## src/rtl/config_reg_pkg.sv

```systemverilog
// Shared definitions for the config_reg bring-up sequencer: register map,
// reset-value table, sequence modes, FSM states and the write-data rule.
package config_reg_pkg;

  localparam int NUM_REGS = 8;

  // Register map of the 8 x 16-bit config_reg file, in address order.
  typedef enum logic [2:0] {
    ADC0_REG         = 3'd0,
    ADC1_REG         = 3'd1,
    TEMP_SENSOR0_REG = 3'd2,
    TEMP_SENSOR1_REG = 3'd3,
    ANALOG_TEST      = 3'd4,
    DIGITAL_TEST     = 3'd5,
    AMP_GAIN         = 3'd6,
    DIGITAL_CONFIG   = 3'd7
  } reg_t;

  // Power-on contents of config_reg, indexed by address.
  localparam logic [15:0] RESET_VALS [NUM_REGS] = '{
    16'hFFFF,  // ADC0_REG
    16'h0000,  // ADC1_REG
    16'h0000,  // TEMP_SENSOR0_REG
    16'h0000,  // TEMP_SENSOR1_REG
    16'hABCD,  // ANALOG_TEST
    16'h0000,  // DIGITAL_TEST
    16'h0000,  // AMP_GAIN
    16'h0001   // DIGITAL_CONFIG
  };

  // Address of the last register; finishing it ends the sequence.
  localparam logic [2:0] LAST_ADDR = 3'(NUM_REGS - 1);

  // Sequence selected by the mode input on an accepted start.
  typedef enum logic [1:0] {
    CHK_RESET = 2'd0,
    WR_VERIFY = 2'd1,
    WALK1     = 2'd2,
    RSVD      = 2'd3
  } seq_mode_t;

  // Sequencer FSM states.
  typedef enum logic [1:0] {
    ST_IDLE = 2'd0,
    ST_WR   = 2'd1,
    ST_RD   = 2'd2,
    ST_FIN  = 2'd3
  } seq_state_t;

  // Value written for (addr, bit): the table entry for write-verify, a single
  // set bit for walking-ones. Not used by the reset-check sequence.
  function automatic logic [15:0] seq_wdata(input seq_mode_t     m,
                                            input logic [127:0]  tbl,
                                            input logic [2:0]    a,
                                            input logic [3:0]    b);
    logic [15:0] w;
    if (m == WALK1) w = 16'h0001 << b;
    else            w = tbl[{a, 4'b0000} +: 16];
    return w;
  endfunction

endpackage

```

## src/rtl/config_reg_seq_stats.sv

```systemverilog
// Compare statistics: saturating pass/error counters and first-mismatch capture.
module config_reg_seq_stats
#(
  parameter int CNT_W = 8
)
(
  input  logic             clk,
  input  logic             reset_n,
  input  logic             clear,
  input  logic             cmp_valid,
  input  logic             match,
  input  logic [2:0]       addr,
  input  logic [15:0]      exp_val,
  input  logic [15:0]      act_val,
  output logic [CNT_W-1:0] pass_count,
  output logic [CNT_W-1:0] err_count,
  output logic             fail_valid,
  output logic [2:0]       fail_addr,
  output logic [15:0]      fail_exp,
  output logic [15:0]      fail_act
);

  localparam logic [CNT_W-1:0] CNT_MAX = '1;

  // Count each compare, saturating at all-ones, and freeze the first mismatch.
  always_ff @(posedge clk or negedge reset_n) begin
    if (!reset_n) begin
      pass_count <= '0;
      err_count  <= '0;
      fail_valid <= 1'b0;
      fail_addr  <= '0;
      fail_exp   <= '0;
      fail_act   <= '0;
    end else if (clear) begin
      pass_count <= '0;
      err_count  <= '0;
      fail_valid <= 1'b0;
      fail_addr  <= '0;
      fail_exp   <= '0;
      fail_act   <= '0;
    end else if (cmp_valid) begin
      if (match) begin
        if (pass_count != CNT_MAX) pass_count <= pass_count + 1'b1;
      end else begin
        if (err_count != CNT_MAX) err_count <= err_count + 1'b1;
        if (!fail_valid) begin
          fail_valid <= 1'b1;
          fail_addr  <= addr;
          fail_exp   <= exp_val;
          fail_act   <= act_val;
        end
      end
    end
  end

endmodule

```

## src/rtl/config_reg_seq.sv

```systemverilog
// Hardware initiator for config_reg: walks all eight registers and runs a
// reset-value check, a table write/readback or a walking-ones write/readback.
//
// Handshake: start is a one-cycle request accepted only while idle (busy=0,
// done=0 or the done cycle itself); mode and wr_tbl are sampled on that same
// edge. done is a one-cycle pulse; results hold until the next accepted start.
// Towards config_reg, cr_write is a one-cycle strobe with cr_address and
// cr_data_in valid in that cycle; reads present cr_address with cr_write low
// and sample cr_data_out RD_LAT cycles later.
module config_reg_seq
  import config_reg_pkg::*;
#(
  parameter int RD_LAT = 1,
  parameter int CNT_W  = 8
)
(
  input  logic             clk,
  input  logic             reset_n,
  input  logic             start,
  input  logic [1:0]       mode,
  input  logic [127:0]     wr_tbl,
  output logic             cr_write,
  output logic [2:0]       cr_address,
  output logic [15:0]      cr_data_in,
  input  logic [15:0]      cr_data_out,
  output logic             busy,
  output logic             done,
  output logic [CNT_W-1:0] pass_count,
  output logic [CNT_W-1:0] err_count,
  output logic             fail_valid,
  output logic [2:0]       fail_addr,
  output logic [15:0]      fail_exp,
  output logic [15:0]      fail_act,
  output logic [1:0]       fsm_state
);

  // Final RD cycle index; the readback is sampled on the edge that ends it.
  localparam logic [1:0] RD_LAST = 2'(RD_LAT - 1);

  seq_state_t   state;
  seq_mode_t    mode_q;
  logic [127:0] tbl_q;
  logic [2:0]   addr;
  logic [3:0]   bit_idx;
  logic [1:0]   rd_cnt;

  logic         clear;
  logic         cmp_valid;
  logic         match;
  logic [15:0]  exp_val;
  logic [2:0]   addr_nx;

  assign fsm_state = state;
  assign addr_nx   = addr + 3'd1;

  // Compare strobe and expected readback for the register being checked.
  // In the write sequences cr_data_in still holds the value just written.
  always_comb begin
    clear     = 1'b0;
    cmp_valid = 1'b0;
    exp_val   = cr_data_in;
    if (state == ST_IDLE && start)                clear     = 1'b1;
    if (state == ST_RD && rd_cnt == RD_LAST)      cmp_valid = 1'b1;
    if (mode_q == CHK_RESET)                      exp_val   = RESET_VALS[addr];
    match = (cr_data_out == exp_val);
  end

  // Sequencer FSM; all bus and status outputs are registered here.
  always_ff @(posedge clk or negedge reset_n) begin
    if (!reset_n) begin
      state      <= ST_IDLE;
      mode_q     <= CHK_RESET;
      tbl_q      <= '0;
      addr       <= '0;
      bit_idx    <= '0;
      rd_cnt     <= '0;
      cr_write   <= 1'b0;
      cr_address <= '0;
      cr_data_in <= '0;
      busy       <= 1'b0;
      done       <= 1'b0;
    end else begin
      case (state)
        ST_IDLE: begin
          done <= 1'b0;
          if (start) begin
            mode_q     <= seq_mode_t'(mode);
            tbl_q      <= wr_tbl;
            addr       <= '0;
            bit_idx    <= '0;
            rd_cnt     <= '0;
            busy       <= 1'b1;
            cr_address <= '0;
            case (seq_mode_t'(mode))
              CHK_RESET: begin
                cr_write <= 1'b0;
                state    <= ST_RD;
              end
              WR_VERIFY, WALK1: begin
                cr_write   <= 1'b1;
                cr_data_in <= seq_wdata(seq_mode_t'(mode), wr_tbl, 3'd0, 4'd0);
                state      <= ST_WR;
              end
              default: begin
                cr_write <= 1'b0;
                state    <= ST_FIN;
              end
            endcase
          end
        end

        ST_WR: begin
          cr_write <= 1'b0;
          rd_cnt   <= '0;
          state    <= ST_RD;
        end

        ST_RD: begin
          if (rd_cnt != RD_LAST) begin
            rd_cnt <= rd_cnt + 2'd1;
          end else begin
            rd_cnt <= '0;
            if (mode_q == WALK1 && bit_idx != 4'd15) begin
              // Next bit of the same register.
              bit_idx    <= bit_idx + 4'd1;
              cr_write   <= 1'b1;
              cr_data_in <= seq_wdata(mode_q, tbl_q, addr, bit_idx + 4'd1);
              state      <= ST_WR;
            end else begin
              // Register finished; addr wraps to 0 after the last one.
              bit_idx <= '0;
              addr    <= addr_nx;
              if (addr == LAST_ADDR) begin
                state <= ST_FIN;
              end else begin
                cr_address <= addr_nx;
                if (mode_q == CHK_RESET) begin
                  state <= ST_RD;
                end else begin
                  cr_write   <= 1'b1;
                  cr_data_in <= seq_wdata(mode_q, tbl_q, addr_nx, 4'd0);
                  state      <= ST_WR;
                end
              end
            end
          end
        end

        ST_FIN: begin
          done  <= 1'b1;
          busy  <= 1'b0;
          state <= ST_IDLE;
        end

        default: state <= ST_IDLE;
      endcase
    end
  end

  config_reg_seq_stats #(
    .CNT_W (CNT_W)
  ) u_stats (
    .clk        (clk),
    .reset_n    (reset_n),
    .clear      (clear),
    .cmp_valid  (cmp_valid),
    .match      (match),
    .addr       (addr),
    .exp_val    (exp_val),
    .act_val    (cr_data_out),
    .pass_count (pass_count),
    .err_count  (err_count),
    .fail_valid (fail_valid),
    .fail_addr  (fail_addr),
    .fail_exp   (fail_exp),
    .fail_act   (fail_act)
  );

endmodule
```

## config.mk

```make
export PLATFORM = sky130hd
export DESIGN_NAME = config_reg_seq
export DESIGN_NICKNAME = d
export VERILOG_FILES = /design/src/rtl/config_reg_pkg.sv /design/src/rtl/config_reg_seq_stats.sv /design/src/rtl/config_reg_seq.sv
export SDC_FILE = /design/constraint.sdc
export NUM_CORES = 1
export LEC_CHECK = 0
export ABC_CLOCK_PERIOD_IN_PS = 5600
export CORE_MARGIN = 8
export CORE_UTILIZATION = 35
export CTS_BUF_LIST = sky130_fd_sc_hd__clkbuf_4 sky130_fd_sc_hd__clkbuf_8
export DETAILED_ROUTE_END_ITERATION = 10
export PLACE_DENSITY_LB_ADDON = 0.1
export SYNTH_ARGS = -nofsm -noshare
export SYNTH_HDL_FRONTEND = slang
export SYNTH_SLANG_ARGS = --single-unit
```

## constraint.sdc

```tcl
create_clock -name clk -period 5.6 [get_ports clk]
set_input_delay 1.12 -clock clk [delete_from_list [all_inputs] [get_ports clk]]
set_output_delay 1.12 -clock clk [all_outputs]
set_load 0.05 [all_outputs]
```

# Yosys cells after proc, flatten, opt, wreduce, memory -nomap -nowiden
# Memory sizes are Yosys's and may differ from the RTL's.
# Cells that the tools add are included.
dict set report totals {
  register_bits 215
  romBits 128
  inputBits 149
  output_inout_bits 76
  elab_cells 147
  memories 1
}
# memory words word_bits rd rd_ports_with_merged_regs wr line_no
set mem_list {}
lappend mem_list {{(no name shown)} 8 16 1 0 0 config_reg_seq.sv:64} ;# if (mode_q == CHK_RESET) exp_val = RESET_VALS[addr];
dict set report classes {
  add_sub_neg 5
  order_cmp 1
  n_eq_ne 20
  shift 3
  mux 70
  bitwise_logic 1
  n_reduce_logical 29
}
# op count
set ops {}
lappend ops {{two-way mux 16 bit} 20}
lappend ops {{indexed part select 128 x 8 -> 16 bit} 2}
lappend ops {{two-way mux 8 bit} 8}
lappend ops {{one-hot mux 16 bit (2 select lines)} 1}
lappend ops {{two-way mux 3 bit} 10}
lappend ops {{adder 8 x 1 -> 8 bit (second input constant)} 2}
lappend ops {{== test 16 bit} 1}
lappend ops {{inequality test 8 bit (second input constant)} 2}
lappend ops {{left shift 1 x 4 -> 16 bit (first input constant)} 1}
lappend ops {{two-way mux 2 bit} 7}
lappend ops {{nonzero test 2 bit} 7}
lappend ops {{two-way mux 1 bit} 12}
lappend ops {{two-way mux 4 bit} 3}
lappend ops {{inequality test 2 bit (second input constant)} 6}
lappend ops {{one-hot mux 3 bit (2 select lines)} 2}
lappend ops {{AND reduction 3 bit} 4}
lappend ops {{AND reduction 2 bit} 5}
lappend ops {{AND reduction 5 bit} 2}
lappend ops {{== test 2 bit (second input constant)} 4}
lappend ops {{zero test 2 bit} 4}
lappend ops {{one-hot mux 2 bit (4 select lines)} 1}
lappend ops {{one-hot mux 4 bit (2 select lines)} 1}
lappend ops {{inequality test 3 bit (second input constant)} 2}
lappend ops {{one-hot mux 2 bit (3 select lines)} 1}
lappend ops {{other kinds (17)} 21}

# Depth between registers and ports, before layout
# Gate-level depths: netlist of run 1.
dict set report depth {
  word_depth 9
  ltp_mapped 15
  mapped_depth_nobuf 9
}

# Cells and area by module
# From an unflattened synthesis of run 1, not the netlist that was laid out.
dict set report unflattened {
  hier_cells 859
  hier_area_um2 10491.3
}
# mod n_inst cells_each area_per_inst_um2 seq_area_each_um2
set by_module_without_submodules {}
lappend by_module_without_submodules {config_reg_seq 1 691 8374.3 4078.9}
lappend by_module_without_submodules {config_reg_seq_stats 1 168 2117.0 1301.2}

# Worst setup path after synthesis of run 1
# No wires, ideal clock.
dict set report synth_timing {
  path_kind {flip-flop to flip-flop}
  from {register addr[0]}
  to {register u_stats.fail_addr[0]}
  setup_ns 0.096
  t_arrival_ns 3.481
  required_time_ns 5.504
  path_slack_ns 2.023
  path_stages_with_launch 16
  n_path_buf 6
  cell_sequence {dfrtp_1 clkbuf_1 buf_1 inv_1 ha_1 buf_2 or3b_1 buf_2 a21oi_1 nor4_1 nand4_4 o211ai_2 buf_6 buf_6 nand3_1 o31ai_1}
}
dict set report synth_via {
  elab_chain_cells 8
}
# item line_no
set synth_lines {}
lappend synth_lines {{start: declaration} config_reg_seq.sv:43} ;# logic [2:0] addr;
lappend synth_lines {{start signal: assignment} config_reg_seq.sv:132} ;# addr <= addr_nx;
lappend synth_lines {{inverter 3 -> 4 bit (implied by the code)} config_reg_seq.sv:64}
lappend synth_lines {{memory (8 x 16 bit)} n/a}
lappend synth_lines {{two-way mux 16 bit (implied by the code) (2 in series)} config_reg_seq.sv:64}
lappend synth_lines {{two-way mux 16 bit} config_reg_seq.sv:64}
lappend synth_lines {{== test 16 bit} config_reg_seq.sv:65} ;# match = (cr_data_out == exp_val);
lappend synth_lines {{inequality test 2 bit (no line)} n/a}
lappend synth_lines {{AND reduction 3 bit (no line)} n/a}
lappend synth_lines {{end signal: assignment} config_reg_seq_stats.sv:48} ;# fail_addr <= addr;
lappend synth_lines {{end: declaration} config_reg_seq_stats.sv:18} ;# output logic [2:0] fail_addr,
# Parallel ways exist; a longest one is shown, timed or not. The select of a mux whose other input is x is not followed.
# A chain may end at the register's enable or synchronous reset.

# Worst setup path in the final report of run 1
dict set report layout_timing {
  from {register addr[0]}
  to {register u_stats.fail_exp[13]}
}
dict set report layout_via {
  elab_chain_cells 9
}
# item line_no
set layout_lines {}
lappend layout_lines {{inverter 3 -> 4 bit (implied by the code) (*)} config_reg_seq.sv:64}
lappend layout_lines {{memory (8 x 16 bit) (*)} n/a}
lappend layout_lines {{two-way mux 16 bit (implied by the code) (*) (2 in series)} config_reg_seq.sv:64}
lappend layout_lines {{two-way mux 16 bit (*)} config_reg_seq.sv:64}
lappend layout_lines {{branches (longest 4 deep; another with == test 16 bit)} n/a}
lappend layout_lines {{end signal: assignment} config_reg_seq_stats.sv:49} ;# fail_exp <= exp_val;
lappend layout_lines {{end: declaration} config_reg_seq_stats.sv:19} ;# output logic [15:0] fail_exp,
# Mark *: on every way between the ends. The select of a mux whose other input is x is not followed.

==> results by group, run 1 <==
Status
  – Status: finished clean

Synth
  – Synthesized instance count: 1142
  – EDFF count, synth: 0
  – Area leader, netlist: dfrtp_1
  – Area contributors post-synth: dfrtp_1 (51%), nand2_1 (16%), mux4_2 (6.8%)
  – Post-synthesis async set-or-reset flop share: 100.0%
  – Yosys reg bits: 215
  – Post-synth cell types: 67
  – Post-Syn Area: between 0.01 and 0.015 sq mm
  – Ys flop type: dfrtp_1
  – Top cell type's share of synthesized area: roughly half
  – Syn Nets: 1309
  – Synth Warn #: 0
  – Avg Cell Area, Syn: 9.327 sq um
  – Sequential area share after synthesis: 50.51%

Power
  – Switching fraction of total power: between 40% and 50%
  – Psw: 3.389 mW
  – Pwr Density: 562.9 mW/mm^2
  – Comb power frac: 46.3%
  – Clk pwr share: around a fifth
  – P_int: between 4 and 5 mW
  – Total power: 7.913 mW
  – Peak supply drop: 173.6 uV
  – LEAKAGE: 6.418 nW
  – Seq pwr share: 33.1%

GRT
  – First-pass GRT wire length: 52430 microns
  – Grt met2 use: 29.28%
  – GR peak layer: met2
  – Global-route met3 utilization: 4.499%
  – Largest net degree at the start of global routing: 133
  – Number of global-route vias before repair: roughly 9100
  – Initial antenna violation count: 0
  – Gr ovfl total: 0
  – Total GRT Usage: 18.25%
  – Met1 usage: about a quarter

Drt
  – 1st-iter DRT viols: 747
  – Drt drc: 0
  – Vias per cell: roughly 5.0
  – Overall routed net length: 33440 microns
  – Vias: ~8900
  – Antenna Nets Post-Route: 0
  – Wirelength per Cell: 18.93 microns
  – Drt pass-1 iters: 5

STA
  – Setup Viol. Count Final: 0
  – Max frequency: 270.0 MHz
  – Final clock period utilization by the worst path: 66.13%
  – Slew headroom: roughly a third
  – Setup tns final: 0 ns
  – Worst-margin pin slew: 0.9711 ns
  – Clock Skew: 0.02646 ns
  – Final Hold Viols: 0
  – Min cycle time layout: approximately 3.7 ns
  – Unrepaired setup endpoints after global routing: no
  – Fin. max-slew vios: 0

Critical path
  – CP endpoint kind: register
  – CP Class: register to register
  – CP max FO: 69
  – Slowest stage delay, CP: 0.58 ns
  – CP startpoint kind: register
  – FF-to-FF path depth: 10
  – Worst EP arrival: around 4 ns
  – Worst path cell trace: inv_1 > ha_2 > or3b_1 > and3_1 > nor4_1 > nand4_4 > o211ai_4 > buf_4 > a211oi_1 > a31o_1
  – Required @ worst endpoint: about 6.0 ns
  – CP max-delay cell: or3b_1

Place
  – Gpl congestion: 0.8068
  – I/O Buffers: 224
  – Placed cell areas: 0.01317 sq mm
  – HPWL Detailed: 23170 microns

Floorplanning
  – Die width: approximately 190 microns
  – Die height: 190.5 microns
  – Initial Utilization: 35.19%
  – Top Ports: roughly 230
  – Die ar.: 0.03627 sq mm
  – Core area: 0.03027 sq mm
  – # rows: 64

Cells and area
  – Final net count: 1506
  – Post-route design area: 0.01406 sq mm
  – Area Growth Syn to Fin: 31.97%
  – Commonest non-fill, non-tap cell in the layout: nand2_1
  – Antenna cells: 0
  – Share of cells above drive strength 1: 10.87%
  – Most frequent cells in the layout: nand2_1 (447), clkdlybuf4s50_1 (223), dfrtp_1 (214), o21ai_0 (62), clkbuf_8 (52)

Clock tree
  – H-tree depth: 2
  – TritonCTS clock tree: done
  – Hold_buf cts: 0
  – Clk_lat worst skew: roughly 0.55 ns
  – Sink Count: approximately 220
  – Worst-path clk slew: ~0.06 ns
  – Num CTS Buffers: 41
  – Clock Path Buffers: 3
  – Post-cts gate resize count: 0
  – Postcts setup bufs: 0
  – Clock root buffer: clkbuf_8

Min path
  – Worst hold-check path type: register to register
  – Hold depth: 2

Job
  – Max_cap viols: 0
-- critical path, delay by kind of cell (launching register included) --
kind,cells,cell delay [ns]
compound gates,3,0.59
fa+ha+maj,1,0.33
buf+inv,2,0.67
flops,1,0.40
simple gates,4,1.58
-- kinds of logic (layout without fill, tap and decap cells) --
family	Yosys count	after routing	share of synthesized area, %
fa+ha+maj	18	18	2.114
flops	215	215	50.51
buf+inv	101	330	3.970
xor+xnor	11	11	0.9046
simple gates	571	571	22.75
compound gates	171	171	10.65
mux	55	55	9.092
-- Yosys cell counts (all sizes together) (2+ instances only) --
master and number:
nand2 448, dfrtp 215, o21ai 65, clkbuf 56
nand3 39, mux4 32, a21oi 29, inv 24
nor2 22, buf 21, ha 18, mux2 14
o31ai 12, a222oi 11, a211oi 10, mux2i 9
nor3 9, and3 8, xnor2 8, a31o 7
nor2b 7, nor4 7, a21o 6, nand4 5
a22o 4, nand2b 4, or2 4, and2 3
o211ai 3, or3 3, or3b 3, or4 3
xor2 3, a2111oi 2, a221o 2, a221oi 2
a22oi 2, nand4bb 2, o21bai 2, o2bb2ai 2
o41ai 2
-- path summary, 6_finish.rpt --
| check | start | end | slack [ns] |
|---|---|---|---|
| worst max-delay path | addr[0] | u_stats.fail_exp[13] | 1.90 |
| worst min-delay path | tbl_q[44] | tbl_q[44] | 0.47 |
| worst max register to register | addr[0] | u_stats.fail_exp[13] | 1.90 |
| worst min register to register | tbl_q[44] | tbl_q[44] | 0.47 |
| max in group asynchronous | reset_n | tbl_q[39] | 3.86 |
| min in group asynchronous | reset_n | u_stats.fail_addr[2] | 0.63 |
-- routing by layer --
layer	routed length, microns	share of wire [%]
met2	15430	46
met4	707	2.1
met1	14990	45
met3	2312	6.9
met5	0	0
-- sequential cells by signal, summed over array words and instances (netlist names), 4 cells and up --
name                cells
u_stats.fail_act       16
cr_data_in             16
u_stats.fail_exp       16
u_stats.err_count       8
u_stats.pass_count      8
bit_idx                 4
tbl_q                 128
-- stage by stage --
step                      utilization, %  instances  setup WS [ns]  hold slack (ns)
after floorplan                        -       1142          2.023           0.4403
after CTS                          46.44       1767          1.917           0.4717
after global routing               46.44       1767          1.660           0.4890
final                              46.44       1767          1.897           0.4676
after global placement             43.52       1692          1.579           0.4531
after detailed placement           43.52       1692          1.545           0.4572
-- final cells by class --
class                           instances  area [sq um]
Tap cell                              396         495.5
Clock buffer                           69         843.3
Inverter                               24         90.09
Fill cell                            2960         16210
Timing Repair Buffer                  231          2337
Multi-Input combinational cell        826          4870
Sequential cell                       215          5381
Clock inverter                          6         40.04
-- power by group through the flow --
stage | clock, mW | sequential [mW] | combinational (mW)
after CTS | 1.69 | 2.62 | 3.73
after global routing | 1.78 | 2.70 | 4.02
after global placement | 0 | 2.63 | 3.68
after detailed placement | 0 | 2.64 | 3.71
final | 1.63 | 2.62 | 3.66
after floorplan | 0 | 3.06 | 2.05
Power figures use the tool's default switching activity.
==> run 2: changes to the inputs <==
--- a/config.mk
+++ b/config.mk
@@ -5,7 +5,7 @@
 export SDC_FILE = /design/constraint.sdc
 export NUM_CORES = 1
 export LEC_CHECK = 0
-export ABC_CLOCK_PERIOD_IN_PS = 5600
+export ABC_CLOCK_PERIOD_IN_PS = 2970
 export CORE_MARGIN = 8
 export CORE_UTILIZATION = 35
 export CTS_BUF_LIST = sky130_fd_sc_hd__clkbuf_4 sky130_fd_sc_hd__clkbuf_8
==> constraint.sdc (replaced) <==
create_clock -name clk -period 2.97 [get_ports clk]
set_input_delay 0.594 -clock clk [delete_from_list [all_inputs] [get_ports clk]]
set_output_delay 0.594 -clock clk [all_outputs]
set_load 0.05 [all_outputs]
==> run 2 against run 1 <==
Worst hold slack improved by 0.0016 ns. Clock skew rose by 0.0025 ns. Non-clock buffer count rose by 64. Sequential power rose by 85%. Sequential share of layout area fell by 1.7 points. Total power rose by 94%. Design area rose by 4.6%. Critical path type unchanged. Largest power group unchanged.
==> results by group, run 2 (synthesized netlist as in run 1, its figures left out) <==
Place
  – Cell total after placement: 1746 (+3.2%)
  – HPWL Detailed: 24650 microns (+6.4%)
  – I/O Buffers: 224 (unchanged)
  – Gpl congestion: 0.8264 (+2.4%)

Floorplanning
  – Initial Utilization: 35.19% (unchanged)
  – Die height: 190.5 microns (unchanged)
  – Top Ports: 225 (unchanged)
  – # rows: 64 (unchanged)
  – Die width: 190.5 microns (unchanged)
  – Die ar.: 0.03627 sq mm (unchanged)
  – Core area: 0.03027 sq mm (unchanged)

Clock tree
  – Clk_lat worst skew: 0.54 ns (about the same)
  – Sink Count: 215 (unchanged)
  – Worst-path clk slew: 0.06 ns (about the same)
  – Num CTS Buffers: 39 (-4.9%)
  – Clock Path Buffers: 3 (unchanged)
  – H-tree depth: 2 (unchanged)
  – TritonCTS clock tree: done
  – Clock root buffer: clkbuf_8

Cells and area
  – Most frequent cells in the layout: nand2_1 (447), clkdlybuf4s50_1 (223), dfrtp_1 (214), o21ai_0 (62), buf_4 (51)
  – Top reg by flops: tbl_q
  – Max FFs per register: 128 (unchanged)
  – Final net count: 1568 (+4.1%)
  – Share of cells above drive strength 1: 15.17% (+4.3 points)
  – Area Growth Syn to Fin: 38.00%
  – Non-filler cells, final: 1826 (+3.3%)
  – Commonest non-fill, non-tap cell in the layout: nand2_1
  – Antenna cells: 0 (unchanged)
  – Layout fillers: 2976 (+0.54%)

GRT
  – Largest net degree at the start of global routing: 63 (-53%)
  – First-pass GRT wire length: 52910 microns (+0.92%)
  – Initial antenna violation count: 1 (+1)
  – Total GRT Usage: 18.33% (+0.084 points)
  – Number of global-route vias before repair: 9380 (+2.9%)
  – Gr ovfl total: 0 (unchanged)

Power
  – Switching fraction of total power: 41.98% (-0.84 points)
  – Seq pwr share: 31.5% (-1.6 points)
  – Pwr Density: 1046 mW/mm^2 (+86%)
  – Comb power frac: 49.8% (+3.5 points)
  – Peak supply drop: 352.0 uV (+100%)
  – Clk pwr share: 18.7% (-1.9 points)
  – P_int: 8.921 mW (+97%)
  – Psw: 6.456 mW (+91%)
  – LEAKAGE: 6.747 nW (+5.1%)

STA
  – Setup Viol. Count Final: 0 (unchanged)
  – Min cycle time layout: 2.834 ns (-0.8693 ns)
  – Final clock period utilization by the worst path: 95.42% (+29 points)
  – Fin. max-slew vios: 0 (unchanged)
  – Worst-margin pin slew: 0.7844 ns (-0.1867 ns)
  – Worst hold margin: 0.4692 ns (+0.001613 ns)
  – Slew headroom: 47.60% (+12 points)
  – Clock Skew: 0.02900 ns (+0.002546 ns)
  – Unrepaired setup endpoints after global routing: no
  – Final Hold Viols: 0 (unchanged)
  – Max frequency: 352.9 MHz (+31%)

Drt
  – Overall routed net length: 33530 microns (+0.27%)
  – 1st-iter DRT viols: 617 (-17%)
  – Drt pass-1 iters: 5 (unchanged)
  – Vias: 9070 (+2.3%)
  – Wirelength per Cell: 18.36 microns (-3.0%)
  – Vias per cell: 4.967 (-1.0%)
  – Antenna Nets Post-Route: 0 (unchanged)
  – Drt drc: 0 (unchanged)

Critical path
  – CP endpoint kind: register
  – CP startpoint kind: register
  – Required @ worst endpoint: 3.42 ns (-2.60 ns)
  – CP max FO: 18 (-74%)
  – R2r startpoint: mode_q[1]
  – Slowest stage delay, CP: 0.44 ns (-0.14 ns)
  – Critical Path Source: mode_q[1]
  – Worst path cell trace: buf_4 > or2_2 > nor3_1 > o311a_1 > nand4_4 > buf_6 > o211ai_4 > buf_12 > buf_4 > clkbuf_16 > nand3_1 > o21ai_0
  – CP max-delay cell: nor3_1
  – Cell mode on critical path: buf_4
  – Worst EP arrival: 3.28 ns (-0.84 ns)
  – CP Class: register to register

Job
  – Max_cap viols: 0 (unchanged)

Status
  – Status: finished clean

Min path
  – Hold path start: tbl_q[53]
  – Worst hold-check path type: register to register
[run 2: final timing paths]
path                                         to  slack (ns)  depth (start not counted)
setup reg to reg            u_stats.fail_act[3]        0.14                         12
max in group asynchronous             tbl_q[45]        1.64                          3
min in group asynchronous  u_stats.fail_addr[1]        0.61                          2
setup / recovery            u_stats.fail_act[3]        0.14                         12
hold / removal                        tbl_q[53]        0.47                          2
hold reg to reg                       tbl_q[53]        0.47                          2
[run 2: final cells by class]
class                   instances  area [sq um]  share of cell area [%]
clock buffers                  65         775.7                   5.277
clock inverters                 5         35.03                  0.2383
inverters                      24         90.09                  0.6129
multi-input cells             826          4932                   33.55
flip-flops and latches        215          5381                   36.61
well taps                     396         495.5                   3.371
repair buffers                295          2989                   20.34
[run 2: per-stage QoR]
stage,power [mW],utilization (%),setup TNS [ns],setup WS [ns],instance area [sq um]
global route,16.51,48.56,0,0.01937,14700
detailed placement,12.47,45.33,-5.307,-0.2429,13720
finish,15.38,48.56,0,0.1362,14700
CTS,15.45,48.07,0,0.03009,14550
floorplan,9.719,-,0,0.01104,10710
global placement,12.39,45.33,-3.220,-0.2188,13720
[run 2: power by group through the flow]
stage / sequential [mW] / combinational (mW) / clock [mW]
after CTS: 4.84 / 7.62 / 2.98
after global routing: 5.00 / 8.39 / 3.13
final: 4.84 / 7.66 / 2.88
after global placement: 4.86 / 7.53 / 0
after floorplan: 5.77 / 3.94 / 0
after detailed placement: 4.88 / 7.58 / 0
[run 2: routing by layer]
metal / vias up / GRT usage, % / wire (microns)
li1: 4415 / - / -
met1: 4327 / 24.31 / 15050
met2: 284 / 29.93 / 15840
met3: 42 / 4.261 / 2115
met4: 2 / 4.505 / 518
met5: - / 0 / 10
[run 2: repair_timing]
item	in CTS	in global routing
endpoints found under the setup margin	3	31
cloned	0	1
pin swaps	0	3
buffers inserted	0	8
gates resized for setup	2	14
hold endpoints to repair	9	0
hold buffers	1	0
[run 2: worst max-delay path, delay by kind of cell, from the launching register on]
family          cells  cell delay, ns
flops               1            0.39
compound gates      3            0.51
buf+inv             5            0.79
simple gates        4            1.05
